## config.mk

```make
export PLATFORM = sky130hd
export DESIGN_NAME = i2c_target_rx
export DESIGN_NICKNAME = d
export VERILOG_FILES = /design/src/rtl/i2c_target_rx.sv
export SDC_FILE = /design/constraint.sdc
export NUM_CORES = 1
export LEC_CHECK = 0
export CORE_AREA = 2 2 81 83
export CTS_BUF_LIST = sky130_fd_sc_hd__clkbuf_8
export CTS_CLUSTER_SIZE = 24
export DETAILED_ROUTE_END_ITERATION = 16
export DIE_AREA = 0 0 83 85
export DONT_BUFFER_PORTS = 1
export PLACE_DENSITY = 0.42
export SYNTH_ARGS = -nofsm -noshare
export SYNTH_HDL_FRONTEND = slang
export SYNTH_SLANG_ARGS = --single-unit
```

## constraint.sdc

```tcl
create_clock -name clk -period 4 [get_ports clk]
set_input_delay 0.8 -clock clk [delete_from_list [all_inputs] [get_ports clk]]
set_output_delay 0.8 -clock clk [all_outputs]
set_load 0.01 [all_outputs]
```

## src/rtl/i2c_target_rx.sv

```systemverilog
// i2c_target_rx
// I2C target (responder) that sits at the far end of the board's I2C master.
// It watches SCL/SDA, recognises START / repeated START / STOP, answers to a
// 7-bit address, hands written bytes to the fabric and serves read bytes from
// the fabric. SDA is driven open-drain through an enable. SCL is never stretched.
//
// Ports:
//   clk       system clock, at least 8x the SCL rate
//   rst_n     asynchronous active-low reset
//   scl_i     raw SCL pin
//   sda_i     raw SDA pin
//   sda_o_en  1 = pull SDA low, 0 = release
//   rx_data   last byte written by the master
//   rx_valid  one-clk pulse when rx_data updates
//   tx_data   byte to return on a read, sampled while tx_req is high
//   tx_req    one-clk request for the next read byte
//   busy      high from an address match until STOP (or a START that fails to re-match)
//
// Optional feature macro: I2C_TGT_GLITCH_FILTER_EN
//   Adds a 3-sample majority filter behind the synchronizers on SCL and SDA,
//   suppressing 1-clk pulses at the cost of two extra clocks of latency.
module i2c_target_rx #(
    parameter logic [6:0] ADDR        = 7'h3C,
    parameter int         SYNC_STAGES = 2
) (
    input  logic       clk,
    input  logic       rst_n,
    input  logic       scl_i,
    input  logic       sda_i,
    output logic       sda_o_en,
    output logic [7:0] rx_data,
    output logic       rx_valid,
    input  logic [7:0] tx_data,
    output logic       tx_req,
    output logic       busy
);

    typedef enum logic [2:0] {
        ST_IDLE, ST_ADDR, ST_ADDR_ACK, ST_WR_BYTE,
        ST_WR_ACK, ST_RD_BYTE, ST_RD_ACK, ST_IGNORE
    } state_t;

    logic [SYNC_STAGES-1:0] sclSync_q, sdaSync_q;
    logic                   sclClean, sdaClean;
    logic                   sclPrev_q, sdaPrev_q;
    logic                   sclRise, sclFall, startDet, stopDet;

    state_t     state_q, state_d;
    logic [2:0] bitCnt_q, bitCnt_d;
    logic [7:0] shift_q, shift_d, shiftIn;
    logic       rw_q, rw_d;
    logic       sdaOen_q, sdaOen_d;
    logic [7:0] rxData_q, rxData_d;
    logic       rxValid_q, rxValid_d;
    logic       txReq_q, txReq_d;
    logic       busy_q, busy_d;

    // Preset to 1 so an idle bus produces no edges when reset releases.
    always_ff @(posedge clk or negedge rst_n) begin
        if (!rst_n) begin
            sclSync_q <= '1;
            sdaSync_q <= '1;
        end else begin
            sclSync_q <= {sclSync_q[SYNC_STAGES-2:0], scl_i};
            sdaSync_q <= {sdaSync_q[SYNC_STAGES-2:0], sda_i};
        end
    end

`ifdef I2C_TGT_GLITCH_FILTER_EN
    logic [2:0] sclHist_q, sdaHist_q;

    function automatic logic majority3(input logic [2:0] v);
        return (v[0] & v[1]) | (v[0] & v[2]) | (v[1] & v[2]);
    endfunction

    always_ff @(posedge clk or negedge rst_n) begin
        if (!rst_n) begin
            sclHist_q <= '1;
            sdaHist_q <= '1;
        end else begin
            sclHist_q <= {sclHist_q[1:0], sclSync_q[SYNC_STAGES-1]};
            sdaHist_q <= {sdaHist_q[1:0], sdaSync_q[SYNC_STAGES-1]};
        end
    end

    // Majority is combinational so the filter adds exactly two clocks.
    assign sclClean = majority3(sclHist_q);
    assign sdaClean = majority3(sdaHist_q);
`else
    assign sclClean = sclSync_q[SYNC_STAGES-1];
    assign sdaClean = sdaSync_q[SYNC_STAGES-1];
`endif

    always_ff @(posedge clk or negedge rst_n) begin
        if (!rst_n) begin
            sclPrev_q <= 1'b1;
            sdaPrev_q <= 1'b1;
        end else begin
            sclPrev_q <= sclClean;
            sdaPrev_q <= sdaClean;
        end
    end

    assign sclRise  = sclClean & ~sclPrev_q;
    assign sclFall  = ~sclClean & sclPrev_q;
    assign startDet = sclPrev_q & sclClean & sdaPrev_q & ~sdaClean;
    assign stopDet  = sclPrev_q & sclClean & ~sdaPrev_q & sdaClean;
    assign shiftIn  = {shift_q[6:0], sdaClean};

    always_ff @(posedge clk or negedge rst_n) begin
        if (!rst_n) begin
            state_q   <= ST_IDLE;
            bitCnt_q  <= 3'd7;
            shift_q   <= '0;
            rw_q      <= 1'b0;
            sdaOen_q  <= 1'b0;
            rxData_q  <= '0;
            rxValid_q <= 1'b0;
            txReq_q   <= 1'b0;
            busy_q    <= 1'b0;
        end else begin
            state_q   <= state_d;
            bitCnt_q  <= bitCnt_d;
            shift_q   <= shift_d;
            rw_q      <= rw_d;
            sdaOen_q  <= sdaOen_d;
            rxData_q  <= rxData_d;
            rxValid_q <= rxValid_d;
            txReq_q   <= txReq_d;
            busy_q    <= busy_d;
        end
    end

    // In the ACK states the current enable tells which SCL fall this is:
    // released means the ACK slot is starting, driven means it is ending.
    // For reads, the final bit is released by the first SCL fall in RD_ACK.
    always_comb begin
        state_d   = state_q;
        bitCnt_d  = bitCnt_q;
        shift_d   = shift_q;
        rw_d      = rw_q;
        sdaOen_d  = sdaOen_q;
        rxData_d  = rxData_q;
        rxValid_d = 1'b0;
        txReq_d   = 1'b0;
        busy_d    = busy_q;

        if (txReq_q) begin
            shift_d = tx_data;
        end

        if (stopDet) begin
            state_d  = ST_IDLE;
            busy_d   = 1'b0;
            sdaOen_d = 1'b0;
        end else if (startDet) begin
            state_d  = ST_ADDR;
            bitCnt_d = 3'd7;
            sdaOen_d = 1'b0;
        end else begin
            case (state_q)
                ST_ADDR: begin
                    if (sclRise) begin
                        shift_d  = shiftIn;
                        bitCnt_d = bitCnt_q - 3'd1;
                        if (bitCnt_q == 3'd0) begin
                            rw_d = sdaClean;
                            if (shiftIn[7:1] == ADDR) begin
                                busy_d  = 1'b1;
                                txReq_d = sdaClean;
                                state_d = ST_ADDR_ACK;
                            end else begin
                                busy_d  = 1'b0;
                                state_d = ST_IGNORE;
                            end
                        end
                    end
                end
                ST_ADDR_ACK: begin
                    if (sclFall) begin
                        if (!sdaOen_q) begin
                            sdaOen_d = 1'b1;
                        end else if (rw_q) begin
                            sdaOen_d = ~shift_q[7];
                            shift_d  = {shift_q[6:0], 1'b0};
                            state_d  = ST_RD_BYTE;
                        end else begin
                            sdaOen_d = 1'b0;
                            state_d  = ST_WR_BYTE;
                        end
                    end
                end
                ST_WR_BYTE: begin
                    if (sclRise) begin
                        shift_d  = shiftIn;
                        bitCnt_d = bitCnt_q - 3'd1;
                        if (bitCnt_q == 3'd0) begin
                            rxData_d  = shiftIn;
                            rxValid_d = 1'b1;
                            state_d   = ST_WR_ACK;
                        end
                    end
                end
                ST_WR_ACK: begin
                    if (sclFall) begin
                        if (!sdaOen_q) begin
                            sdaOen_d = 1'b1;
                        end else begin
                            sdaOen_d = 1'b0;
                            state_d  = ST_WR_BYTE;
                        end
                    end
                end
                ST_RD_BYTE: begin
                    if (sclRise) begin
                        bitCnt_d = bitCnt_q - 3'd1;
                        if (bitCnt_q == 3'd0) begin
                            state_d = ST_RD_ACK;
                        end
                    end else if (sclFall) begin
                        sdaOen_d = ~shift_q[7];
                        shift_d  = {shift_q[6:0], 1'b0};
                    end
                end
                ST_RD_ACK: begin
                    if (sclFall) begin
                        sdaOen_d = 1'b0;
                    end else if (sclRise) begin
                        if (!sdaClean) begin
                            txReq_d = 1'b1;
                            state_d = ST_RD_BYTE;
                        end else begin
                            state_d = ST_IGNORE;
                        end
                    end
                end
                ST_IGNORE: begin
                    sdaOen_d = 1'b0;
                end
                default: begin
                    state_d = ST_IDLE;
                end
            endcase
        end
    end

    assign sda_o_en = sdaOen_q;
    assign rx_data  = rxData_q;
    assign rx_valid = rxValid_q;
    assign tx_req   = txReq_q;
    assign busy     = busy_q;

endmodule

```

# --- Yosys cells after proc, flatten, opt, wreduce, memory -nomap -nowiden ---
# Index checks and enable logic that the tools add are counted.
word_totals:
  ff_bits: 33
  latchBits: 0
  inputBits: 12
  mem_count: 0
  romBits: 0
  word_cells: 130
  output_inout_bits: 12
  mem_bits_rw: 0
classes:
  multipliers: 0
  shift: 0
  eq_ne: 25
  n_div: 0
  order_cmp: 0
  bitwise_logic: 14
  muxes: 62
  reduce_logical: 15
  add_sub_neg: 1
ops:
  columns: ["cell", "count"]
  rows:
  - ["8-bit 2-to-1 mux", 9]
  - ["4-bit inequality test (second input constant)", 15]
  - ["3-bit 2-to-1 mux", 19]
  - ["1-bit 2-to-1 mux", 29]
  - ["8-bit case mux with 3 select lines", 1]
  - ["3-bit case mux with 7 select lines", 1]
  - ["13-bit AND reduction", 1]
  - ["3-bit equality test (second input constant)", 4]
  - ["5-bit AND reduction", 2]
  - ["2-bit nonzero test", 5]
  - ["1-bit bitwise AND", 7]
  - ["7-bit by 6-bit equality test with 1-bit output (second input constant)", 1]
  - ["1-bit inverter", 7]
  - ["7-bit nonzero test", 1]
  - ["3-bit by 2-bit equality test with 1-bit output (second input constant)", 2]
  - ["6-bit AND reduction", 1]
  - ["1-bit case mux with 5 select lines", 1]
  - ["4-bit AND reduction", 1]
  - ["3-bit by 1-bit equality test with 1-bit output (second input constant)", 1]
  - ["3-bit logical NOT", 1]
  - ["3-bit inequality test (second input constant)", 1]
  - ["3-bit AND reduction", 1]
  - ["3-bit OR reduction", 1]
  - ["3-bit by 1-bit subtractor with 3-bit output (second input constant)", 1]
  - ["4 further kinds", 4]

# --- Longest topological paths before layout ---
logic_depth:
  depth_word: 7
  mapped_depth: 7
  ltp_nobuf: 7

# --- Least setup slack after synthesis ---
# OpenSTA, ideal clock, no wires.
synth_path:
  path_type: "reg2reg"
  start: "reg sclPrev_q"
  end: "reg shift_q[1]"
  t_arrival_ns: 1.661
  required_ns: 3.875
  n_path_buf: 2
  path_slack_ns: 2.214
  setup_time_ns: 0.125
  stages_incl_launch_ff: 7
  synth_period_minus_slack_ns: 1.786
  path_cell_list: "dfstp_2 -> buf_4 -> a41o_1 -> a21oi_1 -> or3_1 -> buf_6 -> mux2_4"
synth_via:
  elab_chain_cells: 6
  word_cells_on_any_way: 15
  cone_classes: "mux: 7; bitwise: 8"
synth_lines:
  columns: ["element", "line", "source"]
  rows:
  - ["from (decl)", "45", "logic sclPrev_q, sdaPrev_q;"]
  - ["from (signal assigned)", "99", "sclPrev_q <= sclClean;"]
  - ["1-bit bitwise AND / 1-bit inverter (equally long branches)", "105, 104", null]
  - ["8-bit 2-to-1 mux / 1-bit bitwise AND (equally long branches)", "220, 104", null]
  - ["8-bit 2-to-1 mux (on tied branches)", "215, 163, 194", null]
  - ["8-bit case mux with 3 select lines", "161", "case (state_q)"]
  - ["8-bit 2-to-1 mux", "156", "end else if (startDet) begin"]
  - ["8-bit 2-to-1 mux *", "152", "if (stopDet) begin"]
  - ["named net shift_d[1]", "50", "logic [7:0] shift_q, shift_d, shiftIn;"]
  - ["to (signal assigned)", "124", "shift_q <= shift_d;"]
  - ["to (decl)", "50", null]
# The timed path passes the listed nets; every way through them passes the cells marked *.
# A chain may end at the register's enable or synchronous reset.

# --- Worst setup path in the final report ---
layout_path:
  start: "reg state_q[2]"
  end: "reg shift_q[2]"
layout_via:
  elab_chain_cells: 5
  word_cells_on_any_way: 8
  cone_classes: "eq/ne: 4; mux: 3; reduce/logical: 1"
layout_lines:
  columns: ["element", "line", "source"]
  rows:
  - ["from (decl)", "48", "state_t state_q, state_d;"]
  - ["from (signal assigned)", "122", "state_q <= state_d;"]
  - ["3-bit by 2-bit equality test with 1-bit output / 3-bit by 1-bit equality test with 1-bit output (equally long branches)", "161", null]
  - ["2-bit OR reduction (no source line)", null, null]
  - ["8-bit case mux with 3 select lines *", "161", null]
  - ["8-bit 2-to-1 mux *", "156", null]
  - ["8-bit 2-to-1 mux *", "152", null]
  - ["named net shift_d[2]", "50", null]
# Marks and branches as above.

==> impl_metrics.csv <==
group,metric,value,unit
run_status,status,"completed",
timing,final_hold_viol_count,0,
drt,vias,1219,
timing,rsz0062_at_grt,"no",
clock_tree,htree_levels,2,
clock_tree,cts_hold_buf,0,
yosys,synth_top_area_share,33.47,%
power,intPower,769.4,uW
flow_run,maxCapViolations,0,
setup_path,r2r-start,"state_q[2]",
timing,fin_ws,1.806,ns
final_layout,drive_gt1_share,30.57,%
timing,slew_viol_final,0,
final_layout,nFillCells,634,
timing,tightestPinTransition,0.6944,ns
timing,max_slew_margin,53.06,%
setup_path,crit_chain,"inv_1 -> nor3_1 -> a21oi_1 -> or3_1 -> mux2_4",
clock_tree,cts_max_path_buffers,2,
power,power_density,638.9,mW/mm2
grt,antenna_found_initial,0,
die,die_x,83,um
grt,grt_pass1_wl,6292,um
setup_path,regToRegEndpoint,"shift_q[2]",
drt,antenna_left,0,
setup_path,crit_family,"simple AND/OR/NAND/NOR gates",
yosys,syn_avg_cell_area,11.28,um2
clock_tree,insertion_delay,0.28,ns
die,die_y,85,um
setup_path,cp.buffers_inverters,1,
setup_path,required,4.17,ns
timing,timing.fmax,455.7,MHz
power,seqPwrFrac,46.1,%
die,initial_utilization,28.92,%
yosys,ys_warn_count,0,
yosys,synth_edf_count,0,
power,swShare,36.76,%
grt,grt_usage,11.13,%
clock_tree,cts_made_buffers,5,
yosys,synth_seq_cells,33,
clock_tree,cts-root-buf,"clkbuf_8",
setup_path,r2r_cells,5,
clock_tree,cts_setup_buffers,0,
timing,tns,0,ns
drt,wl_per_cell,15.73,um
final_layout,area_delta_synth_final,6.137,%
setup_path,critPathCaptureType,"register",
power,p_clk_share,19.8,%
yosys,synth_cells,159,
setup_path,worstSetupPathType,"reg2reg",
timing,finalSetupViolations,0,
drt,avgViaCountPerCell,5.209,
placed_design,gp_congestion,0.8873,
timing,clock_skew,0.008275,ns
die,die-area,0.007055,mm2
setup_path,ff2ff_setup_slack,1.81,ns
setup_path,arrival,2.37,ns
power,leakage,0.8595,nW
yosys,synthFlopType,"dfrtp_1",
yosys,yosys-top-cells-count,"dfrtp_1, mux2_2, dfstp_2",
power,combPwrFrac,34.0,%
clock_tree,cts_sinks,33,
timing,holdWs,0.2041,ns
yosys,syn_area,0.001794,mm2
yosys,ys_seq_area_share,46.65,%
yosys,synth_cell_type_count,51,
drt,drt_iter0_markers,100,
yosys,syn-num-nets,173,
drt,routed_wl,3681,um
yosys,yosys.area.top_type,"dfrtp_1",
timing,period_share,54.86,%
die,core,0.006205,mm2
power,vdd_drop_max,222.1,uV
die,pin_count,24,
grt,grt_max_degree,34,
clock_tree,cts_tree,"done",
setup_path,slowest_delay,0.74,ns
placed_design,io_buffer_count,0,
final_layout,layout.nets,170,
setup_path,cp_slowest_cell,"dfrtp_1",
setup_path,critPathLaunchType,"register",
clock_tree,post_cts_resized,0,
timing,fin_crit,2.194,ns
yosys,async_flop_share,100.0,%
grt,grt_pass1_vias,1237,
yosys,synth_most_common_cell,"dfrtp_1",
final_layout,diodes,0,
drt,dr.pass1.iters,4,
min_path,hp-class,"in2async",
drt,drc_errors,0,
placed_design,hpwl,2544,um
placed_design,place_ws,1.857,ns
setup_path,cp_max_fo,19,
die,row_count,29,
grt,grt.overflow.total,0,
yosys,ys_top_cells_by_area,"dfrtp_1, dfstp_2, mux2_2, mux2_4, a21oi_1",
clock_tree,clk_pin_slew,0.07,ns
power,p_switching,447.3,uW
final_layout,fin_util,30.69,%
power groups by stage:
stage	sequential [mW]	clock (mW)	combinational [mW]
final	0.561	0.241	0.414
after global routing	0.581	0.266	0.456
after CTS	0.563	0.254	0.418
after detailed placement	0.568	0	0.414
after global placement	0.568	0	0.413
after floorplan	0.483	0	0.430
registers in the layout (all words and copies together) (netlist names):
name,count
rx_data,8
rw_q,1
busy,1
sdaSync_q,2
rx_valid,1
sclSync_q,2
sclPrev_q,1
shift_q,8
state_q,3
sdaPrev_q,1
tx_req,1
sda_o_en,1
bitCnt_q,3
worst register-to-register path: cells and delay by family, from the launching register on:
kind            cells  cell delay [ns]
buf+inv             1             0.13
compound gates      1             0.07
simple gates        2             0.75
mux                 1             0.38
flops               1             0.74
worst max-delay path by stage:
stage | from | to | slack (ns) | cells after the start
2_1_floorplan | sclPrev_q | shift_q[1] | 2.21 | 6
3_3_place_gp | state_q[2] | shift_q[3] | 1.85 | 5
3_5_place_dp | state_q[2] | shift_q[4] | 1.86 | 5
4_1_cts | state_q[2] | shift_q[1] | 1.85 | 5
5_1_grt | state_q[0] | rx_data[0] | 1.64 | 4
6_report | state_q[2] | shift_q[2] | 1.81 | 5
through the flow:
stage | power, mW | cells | instance area (um2)
3_3_place_gp | 0.9814 | 226 | 1822
5_1_grt | 1.302 | 234 | 1904
4_1_cts | 1.235 | 234 | 1904
2_1_floorplan | 0.9134 | 159 | 1794
6_report | 1.217 | 234 | 1904
3_5_place_dp | 0.9818 | 226 | 1822
area by class of cell:
type | instances | area (um2) | share of cell area, %
sequential | 33 | 837.1 | 43.96
clock inverter | 3 | 13.76 | 0.7227
multi-input combinational | 107 | 854.6 | 44.88
inverter | 9 | 33.78 | 1.774
clock buffer | 5 | 68.82 | 3.614
tap | 77 | 96.34 | 5.059
per-layer routing:
metal	global-route usage, %	vias up	wire length (um)
li1	-	570	-
met1	14.05	605	1649
met2	17.82	33	1754
met3	3.016	11	185
met4	5.216	0	93
met5	0	-	0
cell families (layout without fill, tap and decap cells):
family,Yosys count,in the layout,share of synthesized area (%)
adders and majority gates,2,2,1.394
DFF,33,33,46.65
and+or+nand+nor,41,41,13.39
muxes,24,24,16.46
AOI/OAI and AO/OA,38,38,14.99
buffers and inverters,19,17,5.718
xor gates and xnor gates,2,2,1.395
cells in the final DEF (no fill, tap or decap), types with 2 or more instances in the layout:
cell	synthesis	layout
mux2_4	7	7
or3_1	2	2
mux2_2	16	16
clkbuf_8	0	5
nand2_1	8	8
dfstp_2	9	9
nand4b_1	3	3
clkinv_2	0	2
a211oi_2	2	2
o22ai_1	2	2
o31ai_1	2	2
a21oi_1	8	8
nor3b_1	2	2
dfrtp_1	24	24
ha_1	2	2
nor2_1	8	8
nor3_1	6	6
a221oi_1	2	2
o21ai_0	8	8
o21ai_1	2	2
inv_1	8	9
(Power assumes the default switching activity.)
